File: config.mk
export PLATFORM = sky130hd
export DESIGN_NAME = nibble_deserializer
export DESIGN_NICKNAME = d
export VERILOG_FILES = /design/src/rtl/nibble_pkg.sv /design/src/rtl/nibble_fifo.sv /design/src/rtl/nibble_deserializer.sv
export SDC_FILE = /design/constraint.sdc
export NUM_CORES = 1
export LEC_CHECK = 0
export ABC_CLOCK_PERIOD_IN_PS = 5850
export BUFFER_PORTS_ARGS = -buffer_cell sky130_fd_sc_hd__buf_2
export CAP_MARGIN = 20
export CORE_MARGIN = 3
export CORE_UTILIZATION = 50
export CTS_BUF_LIST = sky130_fd_sc_hd__clkbuf_2 sky130_fd_sc_hd__clkbuf_4 sky130_fd_sc_hd__clkbuf_8
export DETAILED_ROUTE_END_ITERATION = 12
export GPL_ROUTABILITY_DRIVEN = 0
export PLACE_DENSITY_LB_ADDON = 0.12
export SLEW_MARGIN = 20
export SYNTH_ARGS = -nofsm -noshare
export SYNTH_HDL_FRONTEND = slang
export SYNTH_HIERARCHICAL = 1
export SYNTH_SLANG_ARGS = --single-unit
File: constraint.sdc
create_clock -name clock -period 5.85 [get_ports clock]
set_input_delay 0.585 -clock clock [delete_from_list [all_inputs] [get_ports clock]]
set_output_delay 0.585 -clock clock [all_outputs]
set_load 0.01 [all_outputs]
File: src/rtl/nibble_pkg.sv
// Shared types and constants for the nibble deserializer.
// PARITY_CHECK_EN adds a parity-bit state and widens each FIFO entry by an error flag.
package nibble_pkg;

    localparam int unsigned WORD_W = 4;

    localparam logic DIR_MSB_FIRST = 1'b0;
    localparam logic DIR_LSB_FIRST = 1'b1;

`ifdef PARITY_CHECK_EN
    localparam int unsigned ENTRY_W = WORD_W + 1;
    typedef enum logic [0:0] {StCollect, StParity} state_e;
`else
    localparam int unsigned ENTRY_W = WORD_W;
    typedef enum logic [0:0] {StCollect} state_e;
`endif

    function automatic logic [WORD_W-1:0] shift_in(
        input logic [WORD_W-1:0] sr,
        input logic              din,
        input logic              dir
    );
        logic [WORD_W-1:0] res;
        if (dir == DIR_LSB_FIRST) begin
            res = {din, sr[WORD_W-1:1]};
        end else begin
            res = {sr[WORD_W-2:0], din};
        end
        return res;
    endfunction

endpackage

File: src/rtl/nibble_fifo.sv
// Small synchronous FIFO; pointers carry one extra bit to tell full from empty.
// A push while full is accepted only when a pop frees a slot in the same cycle.
module nibble_fifo #(
    parameter int unsigned DEPTH = 2,
    parameter int unsigned WIDTH = 4
) (
    input  logic             clock,
    input  logic             reset,
    input  logic             clear,
    input  logic             push,
    input  logic [WIDTH-1:0] push_data,
    input  logic             pop,
    output logic [WIDTH-1:0] head_data,
    output logic             empty,
    output logic             full,
    output logic             dropped
);

    localparam int unsigned AW = $clog2(DEPTH);
    localparam logic [AW:0] PTR_ONE = {{AW{1'b0}}, 1'b1};

    logic [AW:0]      wr_ptr_q;
    logic [AW:0]      rd_ptr_q;
    logic [WIDTH-1:0] mem_q [DEPTH];
    logic             do_push;
    logic             do_pop;

    always_comb begin
        empty   = (wr_ptr_q == rd_ptr_q);
        full    = (wr_ptr_q[AW] != rd_ptr_q[AW]) && (wr_ptr_q[AW-1:0] == rd_ptr_q[AW-1:0]);
        do_pop  = pop && !empty && !clear;
        do_push = push && !clear && (!full || do_pop);
        dropped = push && !clear && full && !do_pop;
    end

    always_ff @(posedge clock or posedge reset) begin
        if (reset) begin
            wr_ptr_q <= '0;
            rd_ptr_q <= '0;
        end else if (clear) begin
            wr_ptr_q <= '0;
            rd_ptr_q <= '0;
        end else begin
            if (do_push) begin
                wr_ptr_q <= wr_ptr_q + PTR_ONE;
            end
            if (do_pop) begin
                rd_ptr_q <= rd_ptr_q + PTR_ONE;
            end
        end
    end

    // Storage is not reset; the head is masked whenever the FIFO is empty.
    always_ff @(posedge clock) begin
        if (do_push) begin
            mem_q[wr_ptr_q[AW-1:0]] <= push_data;
        end
    end

    assign head_data = empty ? '0 : mem_q[rd_ptr_q[AW-1:0]];

endmodule

File: src/rtl/nibble_deserializer.sv
// Assembles 4-bit words from a gapped serial stream into an output FIFO.
// Define PARITY_CHECK_EN to expect a trailing even-parity bit and expose parity_err.
module nibble_deserializer
    import nibble_pkg::*;
#(
    parameter int unsigned FIFO_DEPTH = 2
) (
    input  logic              clock,
    input  logic              reset,
    input  logic              clear,
    input  logic              serial_valid,
    input  logic              serial_in,
    input  logic              shift_dir,
    output logic [WORD_W-1:0] out_data,
    output logic              out_valid,
    input  logic              out_ready,
    output logic              overrun,
`ifdef PARITY_CHECK_EN
    output logic              parity_err,
`endif
    output logic              busy
);

    state_e            state_q;
    logic [1:0]        bit_cnt_q;
    logic              dir_q;
    logic [WORD_W-1:0] sr_q;
    logic              overrun_q;

    logic              first_bit;
    logic              eff_dir;
    logic [WORD_W-1:0] sr_next;
    logic              take;
    logic              push;
    logic [ENTRY_W-1:0] push_data;
    logic [ENTRY_W-1:0] head;
    logic              fifo_empty;
    logic              fifo_full;
    logic              fifo_dropped;
    logic              pop;

    // The first bit of a word uses the live direction; later bits use the latched one.
    always_comb begin
        first_bit = (state_q == StCollect) && (bit_cnt_q == 2'd0);
        eff_dir   = first_bit ? shift_dir : dir_q;
        sr_next   = shift_in(sr_q, serial_in, eff_dir);
        take      = serial_valid && !clear;
`ifdef PARITY_CHECK_EN
        push      = take && (state_q == StParity);
        push_data = {serial_in ^ (^sr_q), sr_q};
`else
        push      = take && (state_q == StCollect) && (bit_cnt_q == 2'd3);
        push_data = sr_next;
`endif
    end

    always_ff @(posedge clock or posedge reset) begin
        if (reset) begin
            state_q   <= StCollect;
            bit_cnt_q <= 2'd0;
            dir_q     <= DIR_MSB_FIRST;
            sr_q      <= '0;
        end else if (clear) begin
            state_q   <= StCollect;
            bit_cnt_q <= 2'd0;
        end else if (serial_valid) begin
            case (state_q)
                StCollect: begin
                    sr_q      <= sr_next;
                    bit_cnt_q <= bit_cnt_q + 2'd1;
                    if (first_bit) begin
                        dir_q <= shift_dir;
                    end
`ifdef PARITY_CHECK_EN
                    if (bit_cnt_q == 2'd3) begin
                        state_q <= StParity;
                    end
`endif
                end
`ifdef PARITY_CHECK_EN
                StParity: begin
                    state_q <= StCollect;
                end
`endif
                default: begin
                    state_q   <= StCollect;
                    bit_cnt_q <= 2'd0;
                end
            endcase
        end
    end

    always_ff @(posedge clock or posedge reset) begin
        if (reset) begin
            overrun_q <= 1'b0;
        end else if (clear) begin
            overrun_q <= 1'b0;
        end else if (fifo_dropped) begin
            overrun_q <= 1'b1;
        end
    end

    assign pop = out_valid && out_ready;

    nibble_fifo #(
        .DEPTH (FIFO_DEPTH),
        .WIDTH (ENTRY_W)
    ) u_fifo (
        .clock     (clock),
        .reset     (reset),
        .clear     (clear),
        .push      (push),
        .push_data (push_data),
        .pop       (pop),
        .head_data (head),
        .empty     (fifo_empty),
        .full      (fifo_full),
        .dropped   (fifo_dropped)
    );

    assign out_valid = !fifo_empty;
    assign out_data  = head[WORD_W-1:0];
    assign overrun   = overrun_q;
`ifdef PARITY_CHECK_EN
    assign parity_err = head[WORD_W];
    assign busy       = (bit_cnt_q != 2'd0) || (state_q == StParity);
`else
    assign busy       = (bit_cnt_q != 2'd0);
`endif

endmodule

Word level (Yosys, flattened, before mapping):

Memory sizes are Yosys's and may differ from the RTL's.
Cells that the tools add are included.

* RAM bits: 8
* memories kept: 1
* register bits: 13

Memory list
* u_fifo.mem_q: depth 2, bits a word 4, read ports 1, clocked after memory_dff 0, write ports 1, RTL line nibble_fifo.sv:24 `logic [WIDTH-1:0] mem_q [DEPTH];`

* add/sub/neg operators: 3
* equal/unequal tests: 4
* bitwise gates (word level): 2
* multiplexer cells: 16
* reduce and logical (&&, ||, !) cells: 24

Operators by type and width (number)
* 2-to-1 mux 2 bit: 7
* logical AND 1 bit: 12
* nonzero test 2 bit: 5
* 2-to-1 mux 4 bit: 2
* 2-to-1 mux 1 bit: 7
* adder 2 x 1 -> 2 bit, second input constant: 3
* logical NOT 1 bit: 4
* AND reduction 3 bit: 1
* equality test 2 bit: 1
* equality test 2 bit, second input constant: 1
* logical NOT 2 bit: 1
* inverter 1 bit: 2
* equality test 1 bit: 1
* logical OR 1 bit: 1
* != test 1 bit: 1

Logic depth before layout (Yosys ltp):

* word-level depth: 9
* mapped depth: 8
* depth with buffers taken out: 7

Modules after synthesis:

Netlist, hierarchy kept.

By module, submodules not included
* nibble_fifo: area each 606.8 um^2, cells each 53, instances 1, sequential area each 340.3 um^2
* nibble_deserializer: area each 429.2 um^2, cells each 37, instances 1, sequential area each 200.2 um^2

Worst setup path after synthesis:

No wires, ideal clock.

* kind: reg-to-reg
* start point: reg u_fifo.wr_ptr_q[0]
* end point: mem u_fifo.mem_q[1][0] (enable)
* data required time: 5.591 ns
* arrival: 1.681 ns
* slack: 3.910 ns
* setup time: 0.259 ns
* cell stages (with the launch flop): 7
* clock period less this slack: 1.940 ns
* path through: dfrtp_1 > buf_2 > xor2_1 > nor2_1 > nor2b_1 > or3_4 > and4b_1

* word-level cells in the longest chain between the ends: 9
* elaborated cells between the ends (all ways): 12
* classes of those cells: 2 x eq/ne; 2 x mux; 8 x reduce/logical

RTL lines
* start: declaration: RTL line nibble_fifo.sv:22 `logic [AW:0] wr_ptr_q;`
* start signal: assignment: RTL line nibble_fifo.sv:45 `wr_ptr_q <= wr_ptr_q + PTR_ONE;`
* equality test 2 bit: RTL line nibble_fifo.sv:29 `empty = (wr_ptr_q == rd_ptr_q);`
* named net fifo_empty: RTL line nibble_deserializer.sv:37 `logic fifo_empty;`
* logical NOT 1 bit: RTL line nibble_deserializer.sv:121 `assign out_valid = !fifo_empty;`
* logical AND 1 bit: RTL line nibble_deserializer.sv:103 `assign pop = out_valid && out_ready;`
* named net pop: RTL line nibble_deserializer.sv:40 `logic pop;`
* logical AND 1 bit (2 in a row): RTL line nibble_fifo.sv:31 `do_pop = pop && !empty && !clear;`
* logical OR 1 bit: RTL line nibble_fifo.sv:32 `do_push = push && !clear && (!full || do_pop);`
* logical AND 1 bit: RTL line nibble_fifo.sv:32
* 2-to-1 mux 1 bit: RTL line nibble_fifo.sv:55 `if (do_push) begin`
* 2-to-1 mux 1 bit (not written as such): RTL line nibble_fifo.sv:56 `mem_q[wr_ptr_q[AW-1:0]] <= push_data;`
* end: declaration: RTL line nibble_fifo.sv:24

The timed path passes the listed nets, and every way through them passes these cells.

Worst setup path in the final report:

* start point: reg u_fifo.rd_ptr_q[0]
* end point: mem u_fifo.mem_q[1][0] (enable)

* word-level cells in the longest chain between the ends: 9
* elaborated cells between the ends (all ways): 12
* classes of those cells: 2 x eq/ne; 2 x mux; 8 x reduce/logical

RTL lines
* start: declaration: RTL line nibble_fifo.sv:23 `logic [AW:0] rd_ptr_q;`
* start signal: assignment: RTL line nibble_fifo.sv:48 `rd_ptr_q <= rd_ptr_q + PTR_ONE;`
* equality test 2 bit: RTL line nibble_fifo.sv:29
* named net fifo_empty: RTL line nibble_deserializer.sv:37
* logical NOT 1 bit: RTL line nibble_deserializer.sv:121
* logical AND 1 bit: RTL line nibble_deserializer.sv:103
* named net pop: RTL line nibble_deserializer.sv:40
* logical AND 1 bit (2 in a row): RTL line nibble_fifo.sv:31
* logical OR 1 bit: RTL line nibble_fifo.sv:32
* logical AND 1 bit: RTL line nibble_fifo.sv:32
* 2-to-1 mux 1 bit: RTL line nibble_fifo.sv:55
* 2-to-1 mux 1 bit (not written as such): RTL line nibble_fifo.sv:56

The timed path passes the listed nets, and every way through them passes these cells.

==> results.sh <==
export IMPL_setup_viol=0
export IMPL_slew_violations=0
export IMPL_htreeDepth=1
export IMPL_p_int_w=0.000273
export IMPL_overflow=0
export IMPL_crit_type="flop to flop"
export IMPL_ctsHoldBuffers=0
export IMPL_cap_violations=0
export IMPL_swShare_pct=21.7
export IMPL_fmax_mhz=450
export IMPL_period_minus_slack_ns=2.22
export IMPL_clock_sinks=20
export IMPL_hp_class="input port to async pin"
export IMPL_drt_iter0_drc=4
export IMPL_fin_cells=128
export IMPL_antenna_found_initial=0
export IMPL_status="completed"
export IMPL_cp_max_fo=12
export IMPL_placed_cells=124
export IMPL_vias_per_cell=5.07
export IMPL_dp_hpwl_um=1210
export IMPL_ys_warn_count=6
export IMPL_die_width_um=51.4
export IMPL_grt_pass1_wl_um=2820
export IMPL_clockPowerShare_pct=31.4
export IMPL_grt_pass1_vias=617
export IMPL_die_h_um=51.4
export IMPL_peakVddDrop_uv=189
export IMPL_route_detailed_drc=0
export IMPL_post_route_period_util_pct=38.0
export IMPL_power_share_sequential_pct=51.2
export IMPL_syn_inst=89
export IMPL_nNetsFinal=113
export IMPL_max_slew_margin_pct=69.2
export IMPL_tritoncts="built"
export IMPL_grt_total_usage_pct=14.2
export IMPL_p_comb_share_pct=17.3
export IMPL_avgRoutedWirePerCell_um=12.5
export IMPL_p_switching_w=0.0000759
export IMPL_final_setup_tns_ns=0
export IMPL_syn_num_nets=98
export IMPL_finClkSkew_ns=0.00267
export IMPL_critPathArrivalTime_ns=2.27
export IMPL_cellPowerDensity_nw_per_um2=299
export IMPL_fin_ws_ns=3.63
export IMPL_drive_gt1_share_pct=27.2
export IMPL_vias=649
export IMPL_cts_made_buffers=3
export IMPL_final_hold_viol_count=0
export IMPL_leakage_nw=0.518
export IMPL_grt_max_degree=13
export IMPL_fp_row_count=15
export IMPL_crit_chain="xor2_1 > nor2_1 > nor2b_1 > or3_4 > and4b_1"
export IMPL_post_cts_resized=0
export IMPL_core_um2=1840
export IMPL_critPathSlowestCell="dfrtp_1"
export IMPL_cts_root_buffer="clkbuf_4"
export IMPL_start_kind="flop"
export IMPL_ant_nets=0
export IMPL_first_pass_iters=4
export IMPL_diodes=0
export IMPL_clock_latency_ns=0.29
export IMPL_dpl_worst_slack_ns=3.63
export IMPL_rsz0062_at_grt="no"
export IMPL_start_util_pct=56.1
export IMPL_routed_wl_um=1600
export IMPL_postCtsSetupRepairBufs=0
export IMPL_cp_slowest_stage_delay_ns=0.55
export IMPL_p_total_w=0.000349
export IMPL_io_buffers=13
export IMPL_area_delta_synth_final_pct=13.1
export IMPL_tightest_slew_ns=0.453
export IMPL_syn_area_per_cell_um2=11.6
export IMPL_ios=14
export IMPL_crit_required_ns=5.90
export IMPL_die_area_um2=2650
export IMPL_cp_end_kind="flop"
export IMPL_clk_pin_slew_ns=0.11
export IMPL_clock_path_buffers=2
export IMPL_syn_area_um2=1030
## metal layers
layer	track usage, %	part of all wire (%)	vias to the layer above
met3	2.62	4.1	4
met4	5.24	1.5	0
met2	20.8	45	15
met5	0	0	-
li1	-	-	334
met1	20.7	49	296
## area by class of cell
type	count	area, um2
Clock buffer	3	22.5
Clock inverter	1	30.0
Fill cell	158	672
Inverter	8	30.0
Multi-Input combinational cell	58	448
Sequential cell	20	541
Tap cell	25	31.3
Timing Repair Buffer	13	65.1
## state kept, by name, summed over array words and instances, names as in the netlist
name,count
u_fifo/rd_ptr_q,2
u_fifo/mem_q,8
overrun,1
bit_cnt_q,2
sr_q,4
u_fifo/wr_ptr_q,2
dir_q,1
## metrics by stage
stage / hold WS (ns) / area, um2 / util [%]
6_report: 0.160 / 1170 / 63.5
5_1_grt: 0.151 / 1170 / 63.5
4_1_cts: 0.155 / 1170 / 63.5
3_5_place_dp: 0.482 / 1110 / 60.6
3_3_place_gp: 0.475 / 1110 / 60.6
2_1_floorplan: 0.351 / 1030 / -
## worst max-delay path, delay by kind of cell (launching register included)
kind             cells  cell delay [ns]
AND/OR/NAND/NOR      4             1.20
flip-flops           1             0.55
XOR/XNOR             1             0.23
## power by group through the flow
stage                     Combinational (W)  Sequential [W]  Clock, W
after detailed placement          0.0000620        0.000182         0
after CTS                         0.0000618        0.000179  0.000112
after global routing              0.0000678        0.000181  0.000118
after floorplan                   0.0000488        0.000179         0
final                             0.0000605        0.000179  0.000110
after global placement            0.0000605        0.000181         0
## worst paths after layout
path / from / end / slack (ns) / cells after the start
min in group clock: sr_q[3]$_DFFE_PP0P_ / sr_q[3]$_DFFE_PP0P_ / 0.52 / 1
min: reset / u_fifo/rd_ptr_q[1]$_DFFE_PP0P_ / 0.16 / 2
max: u_fifo/rd_ptr_q[0]$_DFFE_PP0P_ / u_fifo/mem_q[1][0]$_DFFE_PP_ / 3.63 / 5
max reg2reg: u_fifo/rd_ptr_q[0]$_DFFE_PP0P_ / u_fifo/mem_q[1][0]$_DFFE_PP_ / 3.63 / 5
max in group asynchronous: reset / bit_cnt_q[1]$_DFFE_PP0P_ / 5.39 / 2
min reg2reg: sr_q[3]$_DFFE_PP0P_ / sr_q[3]$_DFFE_PP0P_ / 0.52 / 1
## cell usage in the layout (no fill, tap or decap), drive strengths merged, types with 2 or more instances in the layout
cell,n
or3,2
nand2b,3
edfxtp,8
nor2b,2
xor2,2
nor3b,2
nand2,3
ha,2
xnor2,2
dfrtp,12
nor2,12
o21ai,3
mux2,8
clkbuf,3
mux2i,6
a31oi,2
inv,8
buf,13
No activity file was read; power rests on OpenSTA's default activity.
